### src/rtl/axil_to_apb_bridge_if.sv
// rtl/axil_to_apb_bridge_if.sv - AXI4-Lite and APB4 bus bundles used by the bridge
// Signal names keep the bridge-side _i/_o direction suffixes so both ends read the same.

interface axil_if #(
    parameter int AddrWidth = 32,
    parameter int DataWidth = 32
);
    logic                     awvalid_i;
    logic                     awready_o;
    logic [AddrWidth-1:0]     awaddr_i;
    logic                     wvalid_i;
    logic                     wready_o;
    logic [DataWidth-1:0]     wdata_i;
    logic [DataWidth/8-1:0]   wstrb_i;
    logic                     bvalid_o;
    logic                     bready_i;
    logic [1:0]               bresp_o;
    logic                     arvalid_i;
    logic                     arready_o;
    logic [AddrWidth-1:0]     araddr_i;
    logic                     rvalid_o;
    logic                     rready_i;
    logic [DataWidth-1:0]     rdata_o;
    logic [1:0]               rresp_o;

    modport slave (
        input  awvalid_i, awaddr_i, wvalid_i, wdata_i, wstrb_i, bready_i,
               arvalid_i, araddr_i, rready_i,
        output awready_o, wready_o, bvalid_o, bresp_o, arready_o,
               rvalid_o, rdata_o, rresp_o
    );

    modport master (
        output awvalid_i, awaddr_i, wvalid_i, wdata_i, wstrb_i, bready_i,
               arvalid_i, araddr_i, rready_i,
        input  awready_o, wready_o, bvalid_o, bresp_o, arready_o,
               rvalid_o, rdata_o, rresp_o
    );
endinterface

interface apb_if #(
    parameter int AddrWidth = 32,
    parameter int DataWidth = 32
);
    logic                     psel_o;
    logic                     penable_o;
    logic                     pwrite_o;
    logic [AddrWidth-1:0]     paddr_o;
    logic [DataWidth-1:0]     pwdata_o;
    logic [DataWidth/8-1:0]   pstrb_o;
    logic [DataWidth-1:0]     prdata_i;
    logic                     pready_i;
    logic                     pslverr_i;

    modport master (
        output psel_o, penable_o, pwrite_o, paddr_o, pwdata_o, pstrb_o,
        input  prdata_i, pready_i, pslverr_i
    );

    modport slave (
        input  psel_o, penable_o, pwrite_o, paddr_o, pwdata_o, pstrb_o,
        output prdata_i, pready_i, pslverr_i
    );
endinterface

### src/rtl/axil_to_apb_bridge.sv
// rtl/axil_to_apb_bridge.sv - AXI4-Lite slave to APB4 master bridge with ACCESS watchdog
// One transaction in flight; hung APB transfers are answered with SLVERR.

module axil_to_apb_bridge #(
    parameter int AddrWidth     = 32,
    parameter int DataWidth     = 32,
    parameter int TimeoutCycles = 256
) (
    input  logic  clk_i,
    input  logic  rst_ni,
    axil_if.slave io_axil,
    apb_if.master io_apb
);
    if (DataWidth != 32) begin : g_bad_data_width
        $error("axil_to_apb_bridge: DataWidth must be 32");
    end
    if (AddrWidth < 10 || AddrWidth > 64) begin : g_bad_addr_width
        $error("axil_to_apb_bridge: AddrWidth must be within 10..64");
    end

    localparam int StrbWidth = DataWidth / 8;
    localparam int WdWidth   = (TimeoutCycles > 0) ? $clog2(TimeoutCycles + 1) : 1;
    localparam logic [WdWidth-1:0]   WdLast   = WdWidth'((TimeoutCycles > 0) ? TimeoutCycles - 1 : 0);
    localparam logic [AddrWidth-1:0] AddrMask = ~AddrWidth'(3);
    localparam logic [1:0] RespOkay   = 2'b00;
    localparam logic [1:0] RespSlverr = 2'b10;

    typedef enum logic [1:0] {
        IDLE   = 2'd0,
        SETUP  = 2'd1,
        ACCESS = 2'd2,
        RESP   = 2'd3
    } state_e;

    state_e                 r_state;
    logic                   r_prio_wr;
    logic                   r_dir_wr;
    logic [WdWidth-1:0]     r_wdog;
    logic                   r_psel;
    logic                   r_penable;
    logic                   r_pwrite;
    logic [AddrWidth-1:0]   r_paddr;
    logic [DataWidth-1:0]   r_pwdata;
    logic [StrbWidth-1:0]   r_pstrb;
    logic                   r_bvalid;
    logic [1:0]             r_bresp;
    logic                   r_rvalid;
    logic [DataWidth-1:0]   r_rdata;
    logic [1:0]             r_rresp;

    logic w_idle;
    logic w_wr_elig;
    logic w_rd_elig;
    logic w_take_wr;
    logic w_take_rd;
    logic w_timeout;
    logic w_done;

    // Gating with rst_ni keeps the ready outputs at 0 while reset is held.
    assign w_idle    = rst_ni && (r_state == IDLE);
    assign w_wr_elig = w_idle && io_axil.awvalid_i && io_axil.wvalid_i;
    assign w_rd_elig = w_idle && io_axil.arvalid_i;
    assign w_take_wr = w_wr_elig && (!w_rd_elig || r_prio_wr);
    assign w_take_rd = w_rd_elig && !w_take_wr;
    assign w_timeout = (TimeoutCycles > 0) && (r_wdog == WdLast);
    assign w_done    = io_apb.pready_i || w_timeout;

    assign io_axil.awready_o = w_take_wr;
    assign io_axil.wready_o  = w_take_wr;
    assign io_axil.arready_o = w_take_rd;
    assign io_axil.bvalid_o  = r_bvalid;
    assign io_axil.bresp_o   = r_bresp;
    assign io_axil.rvalid_o  = r_rvalid;
    assign io_axil.rdata_o   = r_rdata;
    assign io_axil.rresp_o   = r_rresp;

    assign io_apb.psel_o    = r_psel;
    assign io_apb.penable_o = r_penable;
    assign io_apb.pwrite_o  = r_pwrite;
    assign io_apb.paddr_o   = r_paddr;
    assign io_apb.pwdata_o  = r_pwdata;
    assign io_apb.pstrb_o   = r_pstrb;

    always_ff @(posedge clk_i or negedge rst_ni) begin
        if (!rst_ni) begin
            r_state   <= IDLE;
            r_prio_wr <= 1'b1;
            r_dir_wr  <= 1'b0;
            r_wdog    <= '0;
            r_psel    <= 1'b0;
            r_penable <= 1'b0;
            r_pwrite  <= 1'b0;
            r_paddr   <= '0;
            r_pwdata  <= '0;
            r_pstrb   <= '0;
            r_bvalid  <= 1'b0;
            r_bresp   <= RespOkay;
            r_rvalid  <= 1'b0;
            r_rdata   <= '0;
            r_rresp   <= RespOkay;
        end else begin
            case (r_state)
                IDLE: begin
                    if (w_take_wr) begin
                        r_state  <= SETUP;
                        r_dir_wr <= 1'b1;
                        r_psel   <= 1'b1;
                        r_pwrite <= 1'b1;
                        r_paddr  <= io_axil.awaddr_i & AddrMask;
                        r_pwdata <= io_axil.wdata_i;
                        r_pstrb  <= io_axil.wstrb_i;
                        if (w_rd_elig) r_prio_wr <= ~r_prio_wr;
                    end else if (w_take_rd) begin
                        r_state  <= SETUP;
                        r_dir_wr <= 1'b0;
                        r_psel   <= 1'b1;
                        r_pwrite <= 1'b0;
                        r_paddr  <= io_axil.araddr_i & AddrMask;
                        r_pwdata <= '0;
                        r_pstrb  <= '0;
                        if (w_wr_elig) r_prio_wr <= ~r_prio_wr;
                    end
                end
                SETUP: begin
                    r_state   <= ACCESS;
                    r_penable <= 1'b1;
                    r_wdog    <= '0;
                end
                ACCESS: begin
                    if (w_done) begin
                        r_state   <= RESP;
                        r_psel    <= 1'b0;
                        r_penable <= 1'b0;
                        r_pwrite  <= 1'b0;
                        r_paddr   <= '0;
                        r_pwdata  <= '0;
                        r_pstrb   <= '0;
                        // A completed transfer wins over a watchdog expiring in the same cycle.
                        if (r_dir_wr) begin
                            r_bvalid <= 1'b1;
                            r_bresp  <= (!io_apb.pready_i || io_apb.pslverr_i) ? RespSlverr : RespOkay;
                        end else begin
                            r_rvalid <= 1'b1;
                            r_rdata  <= io_apb.pready_i ? io_apb.prdata_i : '0;
                            r_rresp  <= (!io_apb.pready_i || io_apb.pslverr_i) ? RespSlverr : RespOkay;
                        end
                    end else if (TimeoutCycles > 0) begin
                        r_wdog <= r_wdog + WdWidth'(1);
                    end
                end
                RESP: begin
                    if ((r_bvalid && io_axil.bready_i) || (r_rvalid && io_axil.rready_i)) begin
                        r_state  <= IDLE;
                        r_bvalid <= 1'b0;
                        r_bresp  <= RespOkay;
                        r_rvalid <= 1'b0;
                        r_rdata  <= '0;
                        r_rresp  <= RespOkay;
                    end
                end
                default: r_state <= IDLE;
            endcase
        end
    end
endmodule

### src/flat_wrapper.sv
// flat-port wrapper written by rule: the top's interface ports become plain ports
module axil_to_apb_bridge_flat 
#(
    parameter int AddrWidth     = 32,
    parameter int DataWidth     = 32,
    parameter int TimeoutCycles = 256
)
  (clk_i, rst_ni, io_axil_awvalid_i, io_axil_awaddr_i, io_axil_wvalid_i, io_axil_wdata_i, io_axil_wstrb_i, io_axil_bready_i, io_axil_arvalid_i, io_axil_araddr_i, io_axil_rready_i, io_axil_awready_o, io_axil_wready_o, io_axil_bvalid_o, io_axil_bresp_o, io_axil_arready_o, io_axil_rvalid_o, io_axil_rdata_o, io_axil_rresp_o, io_apb_psel_o, io_apb_penable_o, io_apb_pwrite_o, io_apb_paddr_o, io_apb_pwdata_o, io_apb_pstrb_o, io_apb_prdata_i, io_apb_pready_i, io_apb_pslverr_i);
  axil_if #(.AddrWidth(AddrWidth), .DataWidth(DataWidth)) io_axil_i ();
  apb_if #(.AddrWidth(AddrWidth), .DataWidth(DataWidth)) io_apb_i ();
  input  logic clk_i;
  input  logic rst_ni;
  input wire logic [$bits(io_axil_i.awvalid_i)-1:0] io_axil_awvalid_i;
  input wire logic [$bits(io_axil_i.awaddr_i)-1:0] io_axil_awaddr_i;
  input wire logic [$bits(io_axil_i.wvalid_i)-1:0] io_axil_wvalid_i;
  input wire logic [$bits(io_axil_i.wdata_i)-1:0] io_axil_wdata_i;
  input wire logic [$bits(io_axil_i.wstrb_i)-1:0] io_axil_wstrb_i;
  input wire logic [$bits(io_axil_i.bready_i)-1:0] io_axil_bready_i;
  input wire logic [$bits(io_axil_i.arvalid_i)-1:0] io_axil_arvalid_i;
  input wire logic [$bits(io_axil_i.araddr_i)-1:0] io_axil_araddr_i;
  input wire logic [$bits(io_axil_i.rready_i)-1:0] io_axil_rready_i;
  output wire logic [$bits(io_axil_i.awready_o)-1:0] io_axil_awready_o;
  output wire logic [$bits(io_axil_i.wready_o)-1:0] io_axil_wready_o;
  output wire logic [$bits(io_axil_i.bvalid_o)-1:0] io_axil_bvalid_o;
  output wire logic [$bits(io_axil_i.bresp_o)-1:0] io_axil_bresp_o;
  output wire logic [$bits(io_axil_i.arready_o)-1:0] io_axil_arready_o;
  output wire logic [$bits(io_axil_i.rvalid_o)-1:0] io_axil_rvalid_o;
  output wire logic [$bits(io_axil_i.rdata_o)-1:0] io_axil_rdata_o;
  output wire logic [$bits(io_axil_i.rresp_o)-1:0] io_axil_rresp_o;
  output wire logic [$bits(io_apb_i.psel_o)-1:0] io_apb_psel_o;
  output wire logic [$bits(io_apb_i.penable_o)-1:0] io_apb_penable_o;
  output wire logic [$bits(io_apb_i.pwrite_o)-1:0] io_apb_pwrite_o;
  output wire logic [$bits(io_apb_i.paddr_o)-1:0] io_apb_paddr_o;
  output wire logic [$bits(io_apb_i.pwdata_o)-1:0] io_apb_pwdata_o;
  output wire logic [$bits(io_apb_i.pstrb_o)-1:0] io_apb_pstrb_o;
  input wire logic [$bits(io_apb_i.prdata_i)-1:0] io_apb_prdata_i;
  input wire logic [$bits(io_apb_i.pready_i)-1:0] io_apb_pready_i;
  input wire logic [$bits(io_apb_i.pslverr_i)-1:0] io_apb_pslverr_i;
  assign io_axil_i.awvalid_i = io_axil_awvalid_i;
  assign io_axil_i.awaddr_i = io_axil_awaddr_i;
  assign io_axil_i.wvalid_i = io_axil_wvalid_i;
  assign io_axil_i.wdata_i = io_axil_wdata_i;
  assign io_axil_i.wstrb_i = io_axil_wstrb_i;
  assign io_axil_i.bready_i = io_axil_bready_i;
  assign io_axil_i.arvalid_i = io_axil_arvalid_i;
  assign io_axil_i.araddr_i = io_axil_araddr_i;
  assign io_axil_i.rready_i = io_axil_rready_i;
  assign io_axil_awready_o = io_axil_i.awready_o;
  assign io_axil_wready_o = io_axil_i.wready_o;
  assign io_axil_bvalid_o = io_axil_i.bvalid_o;
  assign io_axil_bresp_o = io_axil_i.bresp_o;
  assign io_axil_arready_o = io_axil_i.arready_o;
  assign io_axil_rvalid_o = io_axil_i.rvalid_o;
  assign io_axil_rdata_o = io_axil_i.rdata_o;
  assign io_axil_rresp_o = io_axil_i.rresp_o;
  assign io_apb_psel_o = io_apb_i.psel_o;
  assign io_apb_penable_o = io_apb_i.penable_o;
  assign io_apb_pwrite_o = io_apb_i.pwrite_o;
  assign io_apb_paddr_o = io_apb_i.paddr_o;
  assign io_apb_pwdata_o = io_apb_i.pwdata_o;
  assign io_apb_pstrb_o = io_apb_i.pstrb_o;
  assign io_apb_i.prdata_i = io_apb_prdata_i;
  assign io_apb_i.pready_i = io_apb_pready_i;
  assign io_apb_i.pslverr_i = io_apb_pslverr_i;
  axil_to_apb_bridge #(.AddrWidth(AddrWidth), .DataWidth(DataWidth), .TimeoutCycles(TimeoutCycles)) u_core (.clk_i(clk_i), .rst_ni(rst_ni), .io_axil(io_axil_i), .io_apb(io_apb_i));
endmodule
### config.mk
export PLATFORM = sky130hd
export DESIGN_NAME = axil_to_apb_bridge_flat
export DESIGN_NICKNAME = d
export VERILOG_FILES = /design/src/rtl/axil_to_apb_bridge_if.sv /design/src/rtl/axil_to_apb_bridge.sv /design/src/flat_wrapper.sv
export SDC_FILE = /design/constraint.sdc
export NUM_CORES = 1
export LEC_CHECK = 0
export CAP_MARGIN = 10
export CORE_MARGIN = 2
export CORE_UTILIZATION = 43
export DETAILED_ROUTE_END_ITERATION = 6
export PLACE_DENSITY = 0.85
export SLEW_MARGIN = 10
export SYNTH_ARGS = -nofsm -noshare
export SYNTH_HDL_FRONTEND = slang
export SYNTH_SLANG_ARGS = --single-unit
### constraint.sdc
create_clock -name clk_i -period 3.3 [get_ports clk_i]
set_input_delay 0.66 -clock clk_i [delete_from_list [all_inputs] [get_ports clk_i]]
set_output_delay 0.66 -clock clk_i [all_outputs]
set_load 0.01 [all_outputs]
### After elaboration in Yosys (flattened, before gate mapping)

Cells that the tools add are included.

| storage, ports and cells | value |
|---|---|
| output and inout bits | 112 |
| bits in registers | 122 |
| bits of input ports | 141 |

| cells by class | value |
|---|---|
| equal/unequal tests | 11 |
| $add $sub $neg | 1 |
| reduce and logical (&&, ||, !) cells | 29 |
| bitwise logic cells | 1 |
| muxes and demuxes | 49 |

Operator list:

| kind | count |
|---|---|
| 32-bit two-way mux | 9 |
| 32-bit case mux with 2 select lines | 3 |
| 2-bit two-way mux | 9 |
| 9-bit case mux with 2 select lines | 1 |
| 1-bit two-way mux | 14 |
| 4-bit two-way mux | 3 |
| 4-bit AND reduction | 3 |
| 1-bit case mux with 2 select lines | 5 |
| 2-bit nonzero test | 5 |
| 9-bit by 1-bit adder with 9-bit output (second input constant) | 1 |
| 9-bit by 8-bit == test with 1-bit output (second input constant) | 1 |
| 9-bit two-way mux | 1 |
| 1-bit logical AND | 8 |
| 2-bit by 1-bit inequality test with 1-bit output (second input constant) | 4 |
| 2-bit case mux with 2 select lines | 2 |
| 2-bit case mux with 4 select lines | 1 |
| 4-bit case mux with 2 select lines | 1 |
| 2-bit AND reduction | 3 |
| 3-bit AND reduction | 2 |
| 2-bit == test (second input constant) | 2 |
| 1-bit logical OR | 4 |
| 2-bit inequality test (second input constant) | 2 |
| 1-bit logical NOT | 3 |
| 3-bit by 2-bit inequality test with 1-bit output (second input constant) | 1 |
| other kinds (3) | 3 |

### Logic depth before layout (Yosys ltp)

| depth | value |
|---|---|
| word-level depth | 11 |
| depth in mapped cells | 11 |

### Least setup slack after synthesis

No wires, ideal clock.

| timing path | value |
|---|---|
| path kind | flip-flop to output port |
| start point | reg u_core.r_state[0] |
| end point | out io_axil_wready_o |
| setup slack | 1.055 ns |
| cell stages (with the launch flop) | 7 |
| required time | 2.640 ns |
| data arrival time | 1.585 ns |
| cells stage by stage | dfrtp_1 -> inv_1 -> ha_1 -> nand2_1 -> a211oi_4 -> buf_2 -> buf_4 |

| on the way | value |
|---|---|
| word-level cells in the longest chain between the ends | 6 |
| elaborated cells on any way between the ends | 8 |
| classes of those cells | reduce/logical: 8 |

Ends and longest elaborated chain:

| element | RTL line | source |
|---|---|---|
| start, declared | axil_to_apb_bridge.sv:35 | `state_e r_state;` |
| start signal, assigned | axil_to_apb_bridge.sv:86 | `r_state <= IDLE;` |
| start signal, assigned | axil_to_apb_bridge.sv:105 | `r_state <= SETUP;` |
| start signal, assigned | axil_to_apb_bridge.sv:114 | `r_state <= SETUP;` |
| 2-bit logical NOT * | axil_to_apb_bridge.sv:60 | `assign w_idle = rst_ni && (r_state == IDLE);` |
| 1-bit logical AND * | axil_to_apb_bridge.sv:60 |  |
| 1-bit logical AND | axil_to_apb_bridge.sv:62 | `assign w_rd_elig = w_idle && io_axil.arvalid_i;` |
| 1-bit logical NOT | axil_to_apb_bridge.sv:63 | `assign w_take_wr = w_wr_elig && (!w_rd_elig \|\| r_prio_wr);` |
| 1-bit logical OR | axil_to_apb_bridge.sv:63 |  |
| 1-bit logical AND * | axil_to_apb_bridge.sv:63 |  |
| end, declared | flat_wrapper.sv:23 | `output wire logic [$bits(io_axil_i.wready_o)-1:0] io_axil_wready_o;` |

Mark *: on every way between the ends. The rest lies on a longest branch, timed or not.

### Worst setup path after layout

| timing path | value |
|---|---|
| start point | reg u_core.r_state[0] |
| end point | out io_axil_arready_o |

| on the way | value |
|---|---|
| word-level cells in the longest chain between the ends | 8 |
| elaborated cells on any way between the ends | 10 |
| classes of those cells | reduce/logical: 10 |

Ends and longest elaborated chain:

| element | RTL line | source |
|---|---|---|
| 2-bit logical NOT * | axil_to_apb_bridge.sv:60 |  |
| 1-bit logical AND * | axil_to_apb_bridge.sv:60 |  |
| 1-bit logical AND | axil_to_apb_bridge.sv:62 |  |
| 1-bit logical NOT | axil_to_apb_bridge.sv:63 |  |
| 1-bit logical OR | axil_to_apb_bridge.sv:63 |  |
| 1-bit logical AND | axil_to_apb_bridge.sv:63 |  |
| 1-bit logical NOT | axil_to_apb_bridge.sv:64 | `assign w_take_rd = w_rd_elig && !w_take_wr;` |
| 1-bit logical AND * | axil_to_apb_bridge.sv:64 |  |
| end, declared | flat_wrapper.sv:26 | `output wire logic [$bits(io_axil_i.arready_o)-1:0] io_axil_arready_o;` |

Marked as above.

==> metrics list <==
- Routability-driven placement finished with a final weighted congestion of 0.7997.
- At the worst endpoint, the required time is 2.64 ns.
- DIE AREA: 12190 sq um
* Max Fanout on Critical Path: 5
- The worst pin sits at a relative slew slack of 37.03%.
* Startpoint type of the worst setup path: register
* Critical path endpoint: io_axil_arready_o
* Port bufs: 244
* DRC marker count from the first detailed-route iteration: 178
- Drt total wl: 13700 um
* Pin count of the biggest net entering global routing: 78
* TNS Setup: 0 ns
- Part of the cycle the worst path needs: 89.13%
- The post-route netlist has 9.206% of its cells at a drive strength greater than 1.
* Area growth syn-to-layout: 64.93%
* Number of rows created at floorplan: 38
* I/O Pins: 253
* Share of synthesized registers carrying an async set or reset: 100.0%
- Core area: 10940 sq um
- In the final routed layout, each cell accounts on average for 17.79 um.
- First element of the critical path: u_core.r_state[0]
- The worst register-to-register path begins at u_core.r_wdog[0].
* Classification of the worst-slack hold path: in2async
- TritonCTS built the clock tree.
- Power spent charging and discharging nets: 2287 uW
- sky130_fd_sc_hd__dfrtp_1 is the most common cell in the netlist.
* Wire length of the first global-routing pass: 22430 um
* Die extent in y: 110.4 um
- In this run the number of H-tree levels came out at 4.
- Sequential cells burn 33.3% of the power.
* Initial DRT Pass Iterations: 4
- Comb power frac: 41.1%
* Total area of sequential cells: 2954 sq um
* Setup fix buffers added after clock tree synthesis: 0
- Cells fill 73.44% of the core in the end.
* Total routing usage reported by global routing: 22.89%
- Setup repair after global routing left no endpoint under its margin.
- Counting distinct cell types in the post-synthesis netlist gives 37.
* Flip-flop cell with the highest count after synthesis: sky130_fd_sc_hd__dfrtp_1
- The initial utilization of the core area, before any placement, comes to 44.53%.
- For this run, the number of Yosys warnings is 0.
* Synthesized area per cell: 13.09 sq um
* Switching share of power: 32.67%
- In this run the critical register-to-register path is captured at u_core.io_axil.rdata_o[24].
- The filler cells instantiated in the layout total 761.
- Via count of the first global-routing pass: 4323
* R2R Setup Slk: 0.55 ns
- Source-to-sink clock delay at the later pin of the worst-skew pair: 0.41 ns
- Detailed placement finished with a half-perimeter wire length of 9933 um.
- Internal power consumption: 4714 uW
- The number of cells on the worst reg-to-reg path is 10.
- The number of clock buffers added by TritonCTS is 17.
* Synth area leaders: sky130_fd_sc_hd__dfrtp_1, sky130_fd_sc_hd__a22o_1, sky130_fd_sc_hd__mux2i_1
- The worst setup path is captured at a primary output.
- Post-synth EDFFs: 0
- After detailed routing, the number of remaining DRC violations is 0.
- Detailed-route via count: 4078
* Fin. Hold Viols: 0
* Buffers from clock root to sink, at most: 2
- Standby leakage power: 0.003452 uW
- Clock Root Buffer: sky130_fd_sc_hd__clkbuf_16
- Number of gates resized after CTS: 0
- At the pin with the least slew margin, the transition time is 0.9446 ns.
- Across the routed clock network, the largest skew measured is 0.007210 ns.
- Clock net sink count: 118
- Commonest cells post-synth: sky130_fd_sc_hd__dfrtp_1, sky130_fd_sc_hd__a22o_1, sky130_fd_sc_hd__mux2i_1, sky130_fd_sc_hd__o2bb2ai_1, sky130_fd_sc_hd__nand2_1
* Final max-slew violation count: 0
- In this run the cell area of the synthesized design comes to 4870 sq um.
* Number of diodes added for antenna fixing: 0
- After detailed routing, the number of vias per cell comes to 5.296.
- Flop and latch count out of synthesis: 118
- # nets final: 765
- The worst path in the final design needs a cycle of 2.941 ns, including I/O delays and setup.
- From left edge to right edge, the die measures 110.4 um.
- Number of cells produced by synthesis: 372
- The clock network is responsible for 25.6% of the overall power.
- sky130_fd_sc_hd__dfrtp_1 takes more of the synthesized area than any other cell.
- Status: completed
- Final setup violation count: 0
- Post-detailed-route count of antenna-violating nets: 0
* Multi-input combinational cell area: 1753 sq um
- Initial antenna violation count: 0
- Fraction of post-synthesis cell area in the top cell type by area: 60.12%
* Peak supply drop: 0.0005716 V
- Overflow left after global routing: 0
- Dividing total power by cell area gives a power density of 871.7 nW/um^2.
* Sequential fraction of the synthesis area: 60.66%
- Classification of the worst setup path: reg2out
- The number of hold buffers added after CTS was 0.
* Number of max-cap violations: 0
* Fmax achieved: 340.0 MHz
* Clk pin slew, worst setup/hold paths: 0.05 ns
* Crit path arrival time: 2.28 ns
## final cells by class
| cell class | instances | area share [%] |
|---|---|---|
| flip-flops and latches | 118 | 36.78 |
| repair buffers | 255 | 31.56 |
| multi-input cells | 218 | 21.83 |
| clock buffers | 18 | 5.468 |
| well taps | 140 | 2.181 |
| clock inverters | 14 | 1.854 |
| inverters | 7 | 0.3272 |
## per-layer routing
layer | up-vias | wire length, um | track usage [%]
met5 | - | 0 | 0
met4 | 0 | 246 | 7.833
met3 | 20 | 1131 | 8.782
met2 | 179 | 6885 | 39.55
met1 | 1986 | 5434 | 25.99
li1 | 1893 | - | -
## critical path: stages (launching register included)
cell and delay (ns):
sky130_fd_sc_hd__dfrtp_1 0.42, sky130_fd_sc_hd__inv_1 0.13, sky130_fd_sc_hd__ha_1 0.28, sky130_fd_sc_hd__nand2_1 0.15
sky130_fd_sc_hd__a211oi_4 0.28, sky130_fd_sc_hd__nor2_1 0.09, sky130_fd_sc_hd__clkdlybuf4s50_1 0.52
## through the flow
stage	setup slack (ns)	hold slack, ns	cells	power, uW	cell area, sq um
2_1_floorplan	1.055	0.3644	375	3642	4881
3_3_place_gp	0.4594	0.4606	738	5120	7443
3_5_place_dp	0.4533	0.4731	738	5204	7443
4_1_cts	0.3310	0.2096	770	7057	8031
5_1_grt	0.1980	0.2111	770	7372	8031
6_report	0.3588	0.2233	770	7001	8031
## flip-flops by register name (all words and copies together), names as in the netlist
signal	cells
u_core.io_apb.pwdata_o	32
u_core.io_axil.rdata_o	32
u_core.io_apb.paddr_o	30
u_core.r_wdog	9
u_core.io_apb.pstrb_o	4
u_core.r_state	2
u_core.io_apb.penable_o	1
u_core.io_apb.psel_o	1
u_core.io_apb.pwrite_o	1
u_core.io_axil.bresp_o	1
u_core.io_axil.bvalid_o	1
u_core.io_axil.rresp_o	1
u_core.io_axil.rvalid_o	1
u_core.r_dir_wr	1
u_core.r_prio_wr	1
## layout by cell type, fill, tap and decap left out, types with 3 or more instances in the layout
cell type | Yosys | routed
sky130_fd_sc_hd__nand3_1 | 6 | 6
sky130_fd_sc_hd__a22o_1 | 69 | 69
sky130_fd_sc_hd__clkinv_4 | 0 | 4
sky130_fd_sc_hd__mux2i_1 | 30 | 30
sky130_fd_sc_hd__a21oi_1 | 5 | 5
sky130_fd_sc_hd__clkbuf_16 | 0 | 17
sky130_fd_sc_hd__inv_1 | 7 | 7
sky130_fd_sc_hd__dfrtp_1 | 117 | 117
sky130_fd_sc_hd__nand2_1 | 17 | 17
sky130_fd_sc_hd__clkinv_2 | 0 | 4
sky130_fd_sc_hd__ha_1 | 7 | 7
sky130_fd_sc_hd__o2bb2ai_1 | 30 | 30
sky130_fd_sc_hd__buf_4 | 7 | 11
sky130_fd_sc_hd__mux2_2 | 4 | 4
sky130_fd_sc_hd__inv_6 | 0 | 3
sky130_fd_sc_hd__nor2_1 | 9 | 9
sky130_fd_sc_hd__clkdlybuf4s50_1 | 0 | 243
sky130_fd_sc_hd__o21ai_0 | 13 | 13
sky130_fd_sc_hd__conb_1 | 1 | 4
## cells by family after synthesis
| family | count (synthesis) | synth area share (%) |
|---|---|---|
| AO/OA/AOI/OAI | 128 | 21.97 |
| XOR/XNOR | 1 | 0.1799 |
| adder cells (fa/ha/maj) | 7 | 1.798 |
| buffers and inverters | 39 | 3.906 |
| flip-flops | 118 | 60.66 |
| multiplexers | 34 | 7.091 |
| other | 1 | 0.07701 |
| AND/OR/NAND/NOR | 44 | 4.317 |
## worst min-delay path by stage
stage	startpoint	to
finish	rst_ni	u_core.r_prio_wr
global route	rst_ni	u_core.r_prio_wr
CTS	rst_ni	u_core.r_prio_wr
detailed placement	u_core.io_apb.paddr_o[29]	u_core.io_apb.paddr_o[29]
global placement	u_core.io_apb.pwrite_o	u_core.io_apb.pwrite_o
floorplan	rst_ni	u_core.io_apb.paddr_o[10]
## power groups by stage
| stage | Sequential (uW) | Combinational (uW) | Clock [uW] |
|---|---|---|---|
| detailed placement | 2330 | 2880 | 0 |
| global placement | 2310 | 2810 | 0 |
| CTS | 2330 | 2900 | 1830 |
| floorplan | 2540 | 1100 | 0 |
| global route | 2400 | 3070 | 1900 |
| finish | 2330 | 2880 | 1800 |
(Power assumes the default switching activity.)
